### config.mk
export PLATFORM = sky130hd
export DESIGN_NAME = spi_master_param
export DESIGN_NICKNAME = d
export VERILOG_FILES = /design/src/rtl/spi_master_param.sv
export SDC_FILE = /design/constraint.sdc
export NUM_CORES = 1
export LEC_CHECK = 0
export CAP_MARGIN = 20
export CORE_ASPECT_RATIO = 1.1
export CORE_MARGIN = 8
export CORE_UTILIZATION = 55
export DETAILED_ROUTE_END_ITERATION = 7
export DONT_BUFFER_PORTS = 1
export PLACE_DENSITY = 0.72
export SLEW_MARGIN = 20
export SYNTH_ARGS = -nofsm -noshare
export SYNTH_HDL_FRONTEND = slang
export SYNTH_SLANG_ARGS = --single-unit
### constraint.sdc
create_clock -name clk -period 3.43 [get_ports clk]
set_input_delay 0.686 -clock clk [delete_from_list [all_inputs] [get_ports clk]]
set_output_delay 0.686 -clock clk [all_outputs]
set_load 0.01 [all_outputs]
### src/rtl/spi_master_param.sv
// SPI master with parameterised word width, chip-select count and SCLK divider; all four CPOL/CPHA modes.
// Latency: CS asserts one cycle after accept; done pulses at cycle 1 + CLK_DIV*(2*DATA_W+1) after accept.
// Backpressure: start is only accepted while idle (including the done cycle); start while busy is dropped.
module spi_master_param #(
    parameter int DATA_W  = 16,
    parameter int NUM_CS  = 4,
    parameter int CLK_DIV = 2,
    parameter int CSW     = (NUM_CS > 1) ? $clog2(NUM_CS) : 1,
    parameter int CW      = $clog2(DATA_W + 1)
) (
    input  logic              clk,
    input  logic              reset,
    input  logic              start,
    input  logic              cpol,
    input  logic              cpha,
    input  logic [CSW-1:0]    cs_sel,
    input  logic [DATA_W-1:0] tx_data,
    input  logic              miso,
    output logic              spi_sclk,
    output logic [NUM_CS-1:0] spi_cs_l,
    output logic              mosi,
    output logic [DATA_W-1:0] rx_data,
    output logic              busy,
    output logic              done,
    output logic [CW-1:0]     bit_cnt
);

    localparam int DIVW = (CLK_DIV > 1) ? $clog2(CLK_DIV) : 1;
    localparam int EW   = $clog2(2 * DATA_W + 1);
    localparam logic [DIVW-1:0] DIV_LAST  = DIVW'(CLK_DIV - 1);
    localparam logic [EW-1:0]   EDGE_LAST = EW'(2 * DATA_W);

    typedef enum logic [1:0] {IDLE, LEAD, XFER, TRAIL} state_t;

    state_t            state;
    logic [DIVW-1:0]   div_cnt;   // cycles spent in the current SCLK half-period
    logic [EW-1:0]     edge_cnt;  // SCLK edges already issued in this word
    logic              cpol_q;
    logic              cpha_q;
    logic [DATA_W-1:0] tx_sh;     // bits still to be placed on mosi, MSB first
    logic [DATA_W-1:0] rx_sh;     // bits collected from miso so far

    logic              tick;
    logic [EW-1:0]     edge_nxt;
    logic              lead_edge;
    logic              sample_edge;
    logic              shift_edge;
    logic [NUM_CS-1:0] cs_dec_l;

    // Edge bookkeeping: odd edges lead; the sampling edge flips with cpha.
    // With cpha=0 the last trailing edge must not advance mosi past the LSB.
    assign tick        = (div_cnt == DIV_LAST);
    assign edge_nxt    = edge_cnt + EW'(1);
    assign lead_edge   = edge_nxt[0];
    assign sample_edge = lead_edge ^ cpha_q;
    assign shift_edge  = cpha_q ? lead_edge : (!lead_edge && (edge_nxt != EDGE_LAST));

    // Decode the requested slave; an out-of-range index leaves every line deasserted.
    always_comb begin
        cs_dec_l = '1;
        for (int i = 0; i < NUM_CS; i++) begin
            if (int'(cs_sel) == i) begin
                cs_dec_l[i] = 1'b0;
            end
        end
    end

    // Transfer FSM: all SPI pins and status outputs are registered here.
    always_ff @(posedge clk) begin
        if (reset) begin
            state    <= IDLE;
            div_cnt  <= '0;
            edge_cnt <= '0;
            cpol_q   <= 1'b0;
            cpha_q   <= 1'b0;
            tx_sh    <= '0;
            rx_sh    <= '0;
            spi_sclk <= 1'b0;
            spi_cs_l <= '1;
            mosi     <= 1'b0;
            rx_data  <= '0;
            busy     <= 1'b0;
            done     <= 1'b0;
            bit_cnt  <= '0;
        end else begin
            done <= 1'b0;
            case (state)
                IDLE: begin
                    if (start) begin
                        state    <= LEAD;
                        div_cnt  <= '0;
                        edge_cnt <= '0;
                        cpol_q   <= cpol;
                        cpha_q   <= cpha;
                        spi_sclk <= cpol;
                        spi_cs_l <= cs_dec_l;
                        busy     <= 1'b1;
                        bit_cnt  <= CW'(DATA_W);
                        rx_sh    <= '0;
                        if (cpha) begin
                            // MSB goes out on the first leading edge
                            mosi  <= 1'b0;
                            tx_sh <= tx_data;
                        end else begin
                            // MSB must be valid before the first (sampling) edge
                            mosi  <= tx_data[DATA_W-1];
                            tx_sh <= tx_data << 1;
                        end
                    end
                end
                LEAD, XFER: begin
                    div_cnt <= tick ? '0 : div_cnt + DIVW'(1);
                    if (tick) begin
                        edge_cnt <= edge_nxt;
                        spi_sclk <= ~spi_sclk;
                        if (sample_edge) begin
                            rx_sh   <= {rx_sh[DATA_W-2:0], miso};
                            bit_cnt <= bit_cnt - CW'(1);
                        end
                        if (shift_edge) begin
                            mosi  <= tx_sh[DATA_W-1];
                            tx_sh <= tx_sh << 1;
                        end
                        if (state == LEAD) begin
                            state <= XFER;
                        end else if (edge_nxt == EDGE_LAST) begin
                            state <= TRAIL;
                        end
                    end
                end
                TRAIL: begin
                    div_cnt <= tick ? '0 : div_cnt + DIVW'(1);
                    if (tick) begin
                        state    <= IDLE;
                        spi_cs_l <= '1;
                        spi_sclk <= cpol_q;
                        mosi     <= 1'b0;
                        rx_data  <= rx_sh;
                        busy     <= 1'b0;
                        done     <= 1'b1;
                    end
                end
                default: state <= IDLE;
            endcase
        end
    end

endmodule

==> flow_summary.json <==
{
  "rsz0062_at_grt": "no",
  "antenna_found_initial": 0,
  "cts_buffers": 9,
  "firstDrtPassIters": 4,
  "clkSlewWorstSetupHoldPaths_ns": 0.07,
  "synth_enable_flop_cells": 0,
  "cts-root-buf": "clkbuf_8",
  "clk_latency_ns": 0.35,
  "min_period_over_period_pct": 75.8,
  "max_slew_margin_pct": 31.0,
  "design_area_um2": 3480,
  "synthCells": 404,
  "min_path_type": "input port to flop",
  "crit_type": "flop to flop",
  "initial_core_util_pct": 57.2,
  "sw_frac_of_total_pct": 40.7,
  "core_um2": 5810,
  "num-nets-final": 417,
  "synth_top_area_share_pct": 43.4,
  "switching_power_w": 0.00117,
  "grt.met1_usage_pct": 17.7,
  "finalHoldViolCount": 0,
  "wirelength_um": 6920,
  "drc": 0,
  "yosys_most_used_dff": "dfxtp_1",
  "setup_viol_count_final": 0,
  "cp.required_ns": 3.71,
  "ys_warn_count": 0,
  "grt_first_pass_wirelength_um": 11700,
  "vias": 2664,
  "dpl_cell_area_um2": 3300,
  "pin_count": 53,
  "intPower_w": 0.00171,
  "h-tree-depth": 3,
  "grt-busiest-layer": "met2",
  "yosys_register_bits": 72,
  "synth.distinct_cells": 43,
  "ant_nets": 0,
  "p_clk_share_pct": 21.4,
  "place_congestion": 0.780,
  "power.leakage_nw": 1.23,
  "grt_pass1_vias": 2490,
  "synth_common_cells": "72 x dfxtp_1, 50 x a21oi_1, 48 x nor2_1",
  "crit_arrival_ns": 2.88,
  "critical_path.max_fanout": 41,
  "syn_nets": 433,
  "grt_overflow": 0,
  "power_density_nw_per_um2": 827,
  "synthesis.area_um2": 3320,
  "cap_violations": 0,
  "worstMarginPinSlew_ns": 1.03,
  "cts_hold_buf": 0,
  "first_iter_violations": 158,
  "status": "finished, final reports clean",
  "area_growth_pct": 4.90,
  "synth_area_leaders": "dfxtp_1 43%, a21oi_1 7.5%, nor2_1 5.4%",
  "dp_hpwl_um": 4520,
  "avgSynthCellArea_um2": 8.21,
  "wl_per_cell_um": 14.7,
  "use_met3_pct": 5.80,
  "p_seq_share_pct": 37.6,
  "drive_gt1_share_pct": 7.63,
  "combinationalPowerShare_pct": 41.0,
  "cts_tree": "yes",
  "vdd_drop_max_mv": 0.396,
  "cts_buffer_depth": 2,
  "yosysTopAreaCell": "dfxtp_1",
  "core.rowCount": 29,
  "fmax_mhz": 385,
  "dieHeight_um": 97.5,
  "grt_usage_pct": 15.9,
  "vias_per_cell": 5.67,
  "finalSetupTns_ns": 0,
  "post-cts-setup-buffers": 0,
  "slew_viol_final": 0,
  "synthArstFlopShare_pct": 0,
  "cp-end-kind": "flop",
  "synth_most_common_cell": "dfxtp_1",
  "cp-start-kind": "flop",
  "min_period_ns": 2.60,
  "grt_max_degree": 74,
  "grtUsageMet2_pct": 25.7,
  "ys_seq_area_share_pct": 43.4,
  "fin_skew_ns": 0.00745,
  "diodes": 0,
  "dieWidth_um": 90.1,
  "die-area_um2": 8780,
  "cts_resized": 0,
  "clock-sinks": 72,
  "io_buffers": 0
}
sequential cells by signal, indices dropped and copies added, names as in the netlist, 2 cells and up:
signal,count
rx_data,16
tx_sh,16
state,2
spi_cs_l,4
rx_sh,16
bit_cnt,5
edge_cnt,6
worst max-delay path: stages, from the launching register on:
cell and delay (ns):
dfxtp_1 0.38, inv_1 0.06, ha_1 0.29, buf_4 0.36, mux2_4 0.24, and2_1 0.32, nand4_4 0.43, a21o_1 0.29
a21oi_1 0.14
power groups by stage:
stage / combinational [W] / sequential [W] / clock (W)
5_1_grt: 0.00132 / 0.00110 / 0.000662
2_1_floorplan: 0.00104 / 0.00107 / 0
6_report: 0.00118 / 0.00108 / 0.000617
3_5_place_dp: 0.00117 / 0.00110 / 0
3_3_place_gp: 0.00114 / 0.00110 / 0
4_1_cts: 0.00118 / 0.00108 / 0.000634
cell type report:
class | instances | area (µm²)
fillers | 537 | 2320
clock inverters | 4 | 28.8
well taps | 77 | 96.3
inverters | 12 | 45.0
clock buffers | 12 | 155
flip-flops and latches | 72 | 1440
multi-input cells | 290 | 1690
repair buffers | 3 | 22.5
cells in the final DEF, fill, tap and decap left out, types with 2 or more instances in the layout:
cell type / count
a211oi_1: 3
a21o_1: 15
a21oi_1: 50
a21oi_2: 7
a221oi_1: 2
a22oi_1: 18
a31oi_1: 2
a41oi_1: 2
and2_1: 4
buf_4: 3
clkbuf_8: 11
clkinvlp_4: 2
dfxtp_1: 72
ha_1: 5
inv_1: 12
mux2i_1: 16
nand2_1: 46
nand2b_1: 6
nand3_1: 22
nand4_1: 3
nor2_1: 48
nor2b_1: 5
nor3_1: 5
nor3b_1: 4
o21ai_0: 9
o22ai_1: 2
or2_2: 2
metrics by stage:
stage / hold slack (ns) / setup slack, ns / instances / power (W) / util (%)
finish: 0.397 / 0.831 / 470 / 0.00288 / 60.0
global route: 0.373 / 0.621 / 470 / 0.00308 / 60.0
CTS: 0.373 / 0.830 / 470 / 0.00289 / 60.0
detailed placement: 0.442 / 0.842 / 454 / 0.00227 / 56.8
global placement: 0.437 / 0.925 / 454 / 0.00224 / 56.8
floorplan: 0.432 / 1.47 / 404 / 0.00211 / -
cells by family (layout without fill, tap and decap cells):
group	Yosys count	count (layout)	share of synthesized area (%)
AND/OR/NAND/NOR	151	151	21.3
buffers and inverters	42	31	5.58
multiplexers	17	17	5.28
adder cells (fa/ha/maj)	5	5	1.89
AO/OA/AOI/OAI	116	116	22.2
flip-flops	72	72	43.4
XOR/XNOR	1	1	0.264
worst paths after layout:
kind,startpoint,endpoint,slack (ns),cells after the start
setup / recovery,state[0],tx_sh[11],0.83,8
hold / removal,reset,rx_sh[1],0.40,1
setup reg to reg,state[0],tx_sh[11],0.83,8
hold reg to reg,cpol_q,cpol_q,0.45,2
layer usage:
layer  vias up  share of wire (%)
li1       1371                  -
met1      1230                 44
met2        56                 47
met3         7                7.3
met4         0                1.5
met5         -                  0
No activity file was read; power rests on OpenSTA's default activity.
